===== config.mk =====
export PLATFORM = sky130hd
export DESIGN_NAME = word_assembler
export DESIGN_NICKNAME = d
export VERILOG_FILES = /design/src/rtl/word_assembler.sv
export SDC_FILE = /design/constraint.sdc
export NUM_CORES = 1
export LEC_CHECK = 0
export BUFFER_PORTS_ARGS = -buffer_cell sky130_fd_sc_hd__buf_2
export CAP_MARGIN = 20
export CORE_MARGIN = 2
export CORE_UTILIZATION = 45
export CTS_BUF_LIST = sky130_fd_sc_hd__clkbuf_8
export DETAILED_ROUTE_END_ITERATION = 8
export PLACE_DENSITY = 0.79
export SLEW_MARGIN = 30
export SYNTH_ARGS = -nofsm -noshare
export SYNTH_HDL_FRONTEND = slang
export SYNTH_SLANG_ARGS = --single-unit

===== constraint.sdc =====
create_clock -name i_clk -period 9.1 [get_ports i_clk]
set_input_delay 1.365 -clock i_clk [delete_from_list [all_inputs] [get_ports i_clk]]
set_output_delay 1.365 -clock i_clk [all_outputs]
set_load 0.01 [all_outputs]

===== src/rtl/word_assembler.sv =====
// word_assembler
// Collects classified letters into a packed word (letter k at bits [5k+4:5k]),
// submits the word to a dictionary block, and commits either the corrected
// word or, on dictionary timeout, the raw buffered word.
//
// Ports
//   i_clk           clock, rising edge
//   i_rst_n         asynchronous reset, active-HIGH despite the name
//   i_letter_valid  strobe: i_letter carries a letter code (1..26, 0 = padding)
//   i_letter        5-bit letter code
//   i_backspace     strobe: drop the last stored letter
//   i_end           strobe: end of word, submit to dictionary
//   o_ready         high while collecting; strobes are accepted only then
//   o_dict_start    one-cycle start pulse to the dictionary
//   o_dict_word     packed word to the dictionary, stable until commit
//   i_dict_finish   dictionary done (first high cycle in WAIT is used)
//   i_dict_word     corrected word, valid while i_dict_finish is high
//   o_word_valid    one-cycle commit pulse qualifying o_word/o_len/o_timeout
//   o_word          committed word, held until the next commit
//   o_len           letter count of the submitted word
//   o_overflow      sticky: a letter was dropped on a full buffer
//   o_timeout       1 = dictionary timed out, o_word is the raw word
//
// state   | meaning
// --------+-------------------------------------------------------------
// COLLECT | accepting letters / backspace / end
// START   | one-cycle dictionary start pulse, timeout counter cleared
// WAIT    | waiting for dictionary finish or timeout
// DONE    | one-cycle commit pulse, buffer/len/overflow cleared
module word_assembler #(
  parameter int MAX_LEN     = 24,
  parameter int TIMEOUT_CYC = 5000000
) (
  input  logic                           i_clk,
  input  logic                           i_rst_n,
  input  logic                           i_letter_valid,
  input  logic [4:0]                     i_letter,
  input  logic                           i_backspace,
  input  logic                           i_end,
  output logic                           o_ready,
  output logic                           o_dict_start,
  output logic [5*MAX_LEN-1:0]           o_dict_word,
  input  logic                           i_dict_finish,
  input  logic [5*MAX_LEN-1:0]           i_dict_word,
  output logic                           o_word_valid,
  output logic [5*MAX_LEN-1:0]           o_word,
  output logic [$clog2(MAX_LEN+1)-1:0]   o_len,
  output logic                           o_overflow,
  output logic                           o_timeout
);

  localparam int W     = 5 * MAX_LEN;
  localparam int LEN_W = $clog2(MAX_LEN + 1);
  localparam int CNT_W = $clog2(TIMEOUT_CYC + 1);

  localparam logic [1:0] COLLECT = 2'd0;
  localparam logic [1:0] START   = 2'd1;
  localparam logic [1:0] WAIT    = 2'd2;
  localparam logic [1:0] DONE    = 2'd3;

  logic [1:0]       state_q, state_d;
  logic [W-1:0]     buf_q, buf_d;
  logic [LEN_W-1:0] len_q, len_d;
  logic             ovf_q, ovf_d;
  logic [CNT_W-1:0] cnt_q, cnt_d;
  logic             ready_q, ready_d;
  logic [W-1:0]     word_q, word_d;
  logic [LEN_W-1:0] olen_q, olen_d;
  logic             to_q, to_d;

  always_comb begin
    state_d = state_q;
    buf_d   = buf_q;
    len_d   = len_q;
    ovf_d   = ovf_q;
    cnt_d   = cnt_q;
    word_d  = word_q;
    olen_d  = olen_q;
    to_d    = to_q;

    case (state_q)
      COLLECT: begin
        // ready_q is low on the first cycle after reset release, so strobes
        // seen then are discarded even though the state is already COLLECT.
        if (ready_q) begin
          if (i_backspace) begin
            // Backspace wins; a same-cycle letter is dropped.
            if (len_q != '0) begin
              for (int k = 0; k < MAX_LEN; k++) begin
                if (LEN_W'(k + 1) == len_q) buf_d[5*k +: 5] = 5'd0;
              end
              len_d = len_q - LEN_W'(1);
            end
          end else if (i_letter_valid && (i_letter != 5'd0)) begin
            if (len_q < LEN_W'(MAX_LEN)) begin
              for (int k = 0; k < MAX_LEN; k++) begin
                if (LEN_W'(k) == len_q) buf_d[5*k +: 5] = i_letter;
              end
              len_d = len_q + LEN_W'(1);
            end else begin
              ovf_d = 1'b1;
            end
          end
          // End sees the length after any same-cycle edit.
          if (i_end && (len_d != '0)) state_d = START;
        end
      end
      START: begin
        cnt_d   = '0;
        state_d = WAIT;
      end
      WAIT: begin
        cnt_d = cnt_q + CNT_W'(1);
        if (i_dict_finish) begin
          word_d  = i_dict_word;
          to_d    = 1'b0;
          olen_d  = len_q;
          state_d = DONE;
        end else if (cnt_q == CNT_W'(TIMEOUT_CYC - 1)) begin
          word_d  = buf_q;
          to_d    = 1'b1;
          olen_d  = len_q;
          state_d = DONE;
        end
      end
      default: begin
        buf_d   = '0;
        len_d   = '0;
        ovf_d   = 1'b0;
        state_d = COLLECT;
      end
    endcase

    ready_d = (state_d == COLLECT);
  end

  always_ff @(posedge i_clk or posedge i_rst_n) begin
    if (i_rst_n) begin
      state_q <= COLLECT;
      buf_q   <= '0;
      len_q   <= '0;
      ovf_q   <= 1'b0;
      cnt_q   <= '0;
      ready_q <= 1'b0;
      word_q  <= '0;
      olen_q  <= '0;
      to_q    <= 1'b0;
    end else begin
      state_q <= state_d;
      buf_q   <= buf_d;
      len_q   <= len_d;
      ovf_q   <= ovf_d;
      cnt_q   <= cnt_d;
      ready_q <= ready_d;
      word_q  <= word_d;
      olen_q  <= olen_d;
      to_q    <= to_d;
    end
  end

  assign o_ready      = ready_q;
  assign o_dict_start = (state_q == START);
  assign o_dict_word  = buf_q;
  assign o_word_valid = (state_q == DONE);
  assign o_word       = word_q;
  assign o_len        = olen_q;
  assign o_overflow   = ovf_q;
  assign o_timeout    = to_q;

endmodule


==> results of run 1 <==
flip-flops by register name, summed over array words and instances, names as in the netlist:
| register | flops |
|---|---|
| o_dict_word | 120 |
| o_word | 120 |
| cnt_q | 23 |
| len_q | 5 |
| o_len | 5 |
| state_q | 2 |
| o_overflow | 1 |
| o_ready | 1 |
| o_timeout | 1 |
area by class of cell:
class | instances | share of cell area
tap | 384 | 0.0295
timing repair buffer | 388 | 0.123
clock buffer | 65 | 0.0549
clock inverter | 20 | 0.00760
multi-input combinational | 737 | 0.355
sequential | 278 | 0.427
inverter | 11 | 0.00299
per-stage QoR:
step	total power [mW]	hold WS [ns]
after floorplan	3.78	0.497
after global placement	4.56	0.458
after detailed placement	4.66	0.465
after CTS	5.84	0.480
after global routing	6.15	0.501
final	5.80	0.474
worst max path at each step:
stage	startpoint	to	slack (ns)
2_1_floorplan	i_rst_n	cnt_q[0]	0.07
3_5_place_dp	i_letter[0]	o_dict_word[72]	5.28
3_3_place_gp	i_letter[0]	o_dict_word[74]	5.34
6_report	i_letter[0]	o_dict_word[72]	5.80
4_1_cts	i_letter[0]	o_dict_word[72]	5.83
5_1_grt	len_q[0]	o_dict_word[72]	5.63
synth_stat cells (2+ instances only):
cell and instances:
o31ai_1 2, buf_2 4, xnor2_1 3, a31oi_1 4
or3_1 4, xor2_1 12, nor2b_1 3, o21ai_2 2
o21ai_0 136, nand3_1 22, and3_1 10, nand2_1 164
mux2_2 25, buf_6 4, nor3_1 6, nor2_1 30
ha_1 11, nand4_1 3, and2_1 4, mux2i_1 123
inv_1 10, o22ai_1 2, a21oi_1 19, o2bb2ai_1 3
nor2_4 4, nor4bb_1 2, o21a_1 2, buf_1 2
buf_12 2, a21oi_4 16, clkbuf_1 54, nor4_1 2
a22o_1 2, mux2_4 100, dfrtp_1 278
worst max-delay path, stage by stage:
cell	delay, ns
buf_2	0.10
or4_4	0.56
o211ai_4	0.22
o21ai_2	0.10
nand2_2	0.12
a21o_4	0.58
a31oi_1	0.27
mux2_2	0.37
metal layers:
metal,track usage,vias up,part of all wire
met5,0,-,0
li1,-,4567,-
met3,0.0392,72,0.052
met4,0.0625,0,0.022
met2,0.383,333,0.50
met1,0.303,4914,0.43
logic make-up (layout without fill, tap and decap cells):
group,after synthesis,in the layout,share of synthesized area
mux,249,249,0.231
compound gates,199,199,0.0980
flops,278,278,0.530
simple gates,263,263,0.0899
xor+xnor,15,15,0.0100
buf+inv,81,484,0.0311
fa+ha+maj,11,11,0.0105
power breakdown:
group	switching [mW]	leakage, nW	internal [mW]
logic	1.38	4.32	1.13
clock network	0.499	0.565	0.665
registers	0.398	3.70	1.72
total	2.28	8.58	3.51
==> results.py, run 1 <==
metrics = {
    "yosys": {
        "synthTopCellsByArea": "dfrtp_1 53%, mux2_4 11%, mux2i_1 9.4%",
        "ys_warn_count": 0,
        "seq_area_frac_synth": 0.530,
        "ys_ff_latch": 278,
        "synth.net_count": 1238,
        "syn_area_per_cell_um2": 12.0,
        "yosysTopAreaCellShare": 0.530,
        "synth-edff-count": 0,
        "synth.cell_area_um2": 13100,
        "synthFlopType": "dfrtp_1",
        "synthCells": 1096,
        "yosysTopAreaCell": "dfrtp_1",
        "ys_types": 61,
        "ys_async_sr_fraction": 1.00,
    },
    "cts": {
        "cts.clk_slew.worst_paths_ns": 0.06,
        "postCtsSetupBuffers": 0,
        "cts-root-buf": "clkbuf_8",
        "clk_latency_ns": 0.54,
        "clk_path_buf_depth": 3,
        "holdBufCountCts": 0,
        "cts_tree": "yes",
        "cts_sinks": 278,
        "htree_levels": 2,
        "cts_buffers": 46,
        "cts_resized": 0,
    },
    "placement": {
        "dp_hpwl_mm": 24.8,
        "place.gp.congestion": 0.827,
        "io_buffers": 380,
        "placed_area_um2": 15200,
        "dp.cells": 1797,
        "pre_cts_slack_ns": 5.28,
    },
    "finish": {
        "fillers": 2451,
        "regArea_um2": 6960,
        "layout-drive-gt1-share": 0.418,
        "n_antenna_cell": 0,
        "nets": 1604,
        "stdcell_count": 1883,
        "final_area_um2": 16300,
        "most-common-layout-cells": "379 x buf_2, 278 x dfrtp_1, 164 x nand2_1",
        "multi_input_area_um2": 5790,
        "areaGrowthSynthToFinish_pct": 24.2,
        "layout_commonest_cell": "buf_2",
        "post-route-util": 0.568,
    },
    "sta": {
        "worst_slew_pin_slew_ns": 0.851,
        "fin_crit_sh": 0.362,
        "post-route-worst-setup-slack_ns": 5.80,
        "rsz0062_at_grt": "no",
        "drv_slew": 0,
        "relSlewSlack": 0.433,
        "timing.setup.tns_ns": 0,
        "fmax_mhz": 303,
        "fin_skew_ns": 0.0221,
        "min_period_ns": 3.30,
        "finalSetupViolations": 0,
        "hold_violations": 0,
    },
    "critical_path": {
        "r2r_slack_ns": 5.82,
        "arrival_ns": 3.70,
        "crit_type": "primary input to register",
        "crit_fanout": 24,
        "cp.required_ns": 9.51,
        "r2r_end": "o_dict_word[72]",
        "cp-end-kind": "register",
        "r2r-start": "len_q[0]",
        "r2r_cells": 9,
        "critical_path.startpoint_type": "primary input",
    },
    "drt": {
        "dr_total_vias": 9886,
        "wl_mm": 35.5,
        "dr.pass1.iters": 5,
        "wl_per_cell_um": 18.9,
        "drtAntennaViolNets": 0,
        "first_iter_violations": 596,
        "drc": 0,
        "vias_per_cell": 5.25,
    },
    "run": {
        "max-cap-violations": 0,
    },
    "outcome": {
        "status": "finished, final reports clean",
    },
    "worst_hold_path": {
        "hp-start": "o_word[10]",
        "hold_depth": 2,
        "holdCritPathClass": "register to register",
        "whs_endpoint": "o_word[10]",
    },
    "die": {
        "coreArea_um2": 28700,
        "die_area_um2": 30600,
        "io_pins": 381,
        "num_rows": 62,
        "die_h_um": 175,
        "initial_core_util": 0.457,
        "fp.dieW_um": 175,
    },
    "power": {
        "powerDensity_nw_per_um2": 355,
        "p_leak_nw": 8.58,
        "ir_drop_mv": 0.271,
    },
    "global_routing": {
        "grt_antenna_before_repair": 0,
        "grt_use_total": 0.227,
        "grt_pass1_wl_mm": 55.0,
        "grt_overflow": 0,
        "grt_pass1_vias": 9762,
        "grt_max_degree": 165,
    },
}
Note: power is estimated with default switching activity, not from simulation.
==> run 2: changes to the inputs <==
Settings changed: ABC_AREA set to 1.
Clock period 9.1 ns to 2.9 ns, I/O delays scaled along.
==> run 2 against run 1 <==
Against the previous run: cell area fell by 4.6%; die area fell by 6.5%; clock skew fell by 0.0010 ns; combinational power rose to 3.0 times the previous value; worst setup slack got worse by 5.4 ns; first-iteration DRC count rose by 56%; critical endpoint is now o_word[33]; largest cell class unchanged.
==> results.py, run 2 <==
metrics = {
    "outcome": {
        "status": "finished, final reports clean",
    },
    "yosys": {
        "ys_warn_count": 0,
        "synth.cell_area_um2": 12300,
        "synth.net_count": 1577,
        "ys_types": 33,
        "seq_area_frac_synth": 0.568,
        "yosys.cell_count.top_type": "nand2_1",
        "yosysTopAreaCell": "dfrtp_1",
        "ys_async_sr_fraction": 1.00,
        "synthFlopType": "dfrtp_1",
        "synthTopCellsByArea": "dfrtp_1 57%, nand2_1 15%, a31oi_1 6.2%",
        "yosysTopAreaCellShare": 0.568,
        "synthCells": 1435,
        "synth-edff-count": 0,
        "ys_ff_latch": 278,
        "synth_common_cells": "489 x nand2_1, 278 x dfrtp_1, 165 x nor2_1",
        "syn_area_per_cell_um2": 8.54,
    },
    "die": {
        "io_pins": 381,
        "num_rows": 60,
        "die_h_um": 169,
        "initial_core_util": 0.456,
        "die_area_um2": 28600,
        "coreArea_um2": 26900,
        "fp.dieW_um": 169,
    },
    "global_routing": {
        "grt_pass1_wl_mm": 59.7,
        "grt_pass1_vias": 10900,
        "grt_use_total": 0.262,
        "grt_overflow": 0,
        "grt_max_degree": 89,
        "grt_antenna_before_repair": 1,
    },
    "sta": {
        "relSlewSlack": 0.432,
        "fin_crit_sh": 0.859,
        "min_period_ns": 2.49,
        "hold_violations": 0,
        "hold_ws_ns": 0.0481,
        "drv_slew": 0,
        "rsz0062_at_grt": "no",
        "finalSetupViolations": 0,
        "worst_slew_pin_slew_ns": 0.850,
        "fin_skew_ns": 0.0211,
        "fmax_mhz": 402,
    },
    "finish": {
        "most-common-layout-cells": "489 x nand2_1, 379 x buf_2, 278 x dfrtp_1",
        "nets": 1954,
        "stdcell_count": 2191,
        "fillers": 2430,
        "layout-drive-gt1-share": 0.264,
        "layout_commonest_cell": "nand2_1",
        "areaGrowthSynthToFinish_pct": 26.9,
        "n_antenna_cell": 0,
    },
    "drt": {
        "drtAntennaViolNets": 0,
        "dr_total_vias": 11800,
        "dr.pass1.iters": 5,
        "vias_per_cell": 5.40,
        "first_iter_violations": 930,
        "wl_per_cell_um": 17.6,
        "drc": 0,
        "wl_mm": 38.6,
    },
    "cts": {
        "cts_tree": "yes",
        "cts-root-buf": "clkbuf_8",
        "htree_levels": 2,
        "cts_resized": 0,
        "cts_sinks": 278,
        "cts.clk_slew.worst_paths_ns": 0.07,
        "cts_buffers": 47,
        "holdBufCountCts": 0,
        "clk_path_buf_depth": 3,
        "postCtsSetupBuffers": 0,
        "clk_latency_ns": 0.56,
    },
    "power": {
        "seq_power_share": 0.380,
        "p_switching_mw": 7.71,
        "pwr-share-comb": 0.416,
        "switching_share": 0.426,
        "powerDensity_nw_per_um2": 1170,
        "ir_drop_mv": 0.432,
        "p_leak_nw": 7.69,
        "clockPowerShare": 0.205,
        "p_int_mw": 10.4,
    },
    "run": {
        "max-cap-violations": 0,
    },
    "placement": {
        "dp.cells": 2104,
        "dp_hpwl_mm": 27.6,
        "place.gp.congestion": 0.913,
        "io_buffers": 380,
    },
    "critical_path": {
        "crit_fanout": 86,
        "crit_type": "register to register",
        "cp-end-kind": "register",
        "arrival_ns": 2.97,
        "critical_path.startpoint_type": "register",
        "cp.required_ns": 3.38,
    },
    "worst_hold_path": {
        "holdCritPathClass": "primary input to asynchronous set/reset pin",
    },
}
## run 2: cell types whose count changed in the layout (fill, tap and decap cells not counted), moves of 34 or more
cell / delta
inv_1: +34
a31oi_1: +117
mux2i_1: -123
nand2_1: +325
mux2_4: -100
nor2_1: +136
## run 2: critical path, cell delays in order (launching register included)
cell	delay (ns)
dfrtp_1	0.40
ha_1	0.20
nand3_1	0.10
nor4_1	0.25
nand4_1	0.27
a21oi_4	0.50
buf_12	0.36
nor2_1	0.09
a31oi_1	0.16
## run 2: worst paths after layout
path / endpoint / start / cells past startpoint / slack, ns
worst min register to register: o_timeout / o_timeout / 2 / 0.50
max in group asynchronous: o_word[2] / i_rst_n / 3 / 2.08
worst max register to register: o_word[33] / cnt_q[0] / 8 / 0.41
min in group i_clk: o_word[0] / i_dict_word[0] / 3 / 0.13
worst min-delay path: o_dict_word[18] / i_rst_n / 2 / 0.05
worst max-delay path: o_word[33] / cnt_q[0] / 8 / 0.41
## run 2: stage by stage
| stage | area (µm²) | power (mW) | TNS [ns] | utilization | setup WS [ns] |
|---|---|---|---|---|---|
| after floorplan | 12300 | 11.2 | -337.59 | - | -1.21 |
| after global placement | 14500 | 14.2 | 0 | 0.541 | 0.516 |
| final | 15500 | 18.1 | 0 | 0.579 | 0.410 |
| after CTS | 15500 | 18.2 | 0 | 0.579 | 0.450 |
| after global routing | 15500 | 19.4 | 0 | 0.579 | 0.151 |
| after detailed placement | 14500 | 14.4 | 0 | 0.541 | 0.456 |
## run 2: cell families after synthesis
| group | synth area share |
|---|---|
| DFF | 0.568 |
| buffers and inverters | 0.0423 |
| adders and majority gates | 0.0112 |
| AOI/OAI and AO/OA | 0.152 |
| xor gates and xnor gates | 0.00357 |
| and+or+nand+nor | 0.224 |
## run 2: cell type report
type                       count  area (µm²)  area share
inverter                      43         168      0.0108
clock inverter                27         195      0.0126
clock buffer                  60         826      0.0531
sequential                   278        6960       0.447
timing repair buffer         405        2190       0.141
tap                          341         427      0.0274
multi-input combinational   1037        4780       0.308
## run 2: power groups by stage
| stage | clock, mW | sequential (mW) | combinational [mW] |
|---|---|---|---|
| after floorplan | 0 | 7.33 | 3.84 |
| after global placement | 0 | 6.87 | 7.31 |
| after detailed placement | 0 | 6.91 | 7.53 |
| after CTS | 3.76 | 6.86 | 7.55 |
| after global routing | 3.95 | 7.05 | 8.41 |
| final | 3.71 | 6.88 | 7.53 |
## run 2: layer usage
metal  part of all wire  GRT usage  up-vias
li1                   -          -     5569
met1               0.42      0.348     5654
met2               0.48      0.427      505
met3              0.063     0.0454      107
met4              0.041      0.111        0
met5                  0          0        -
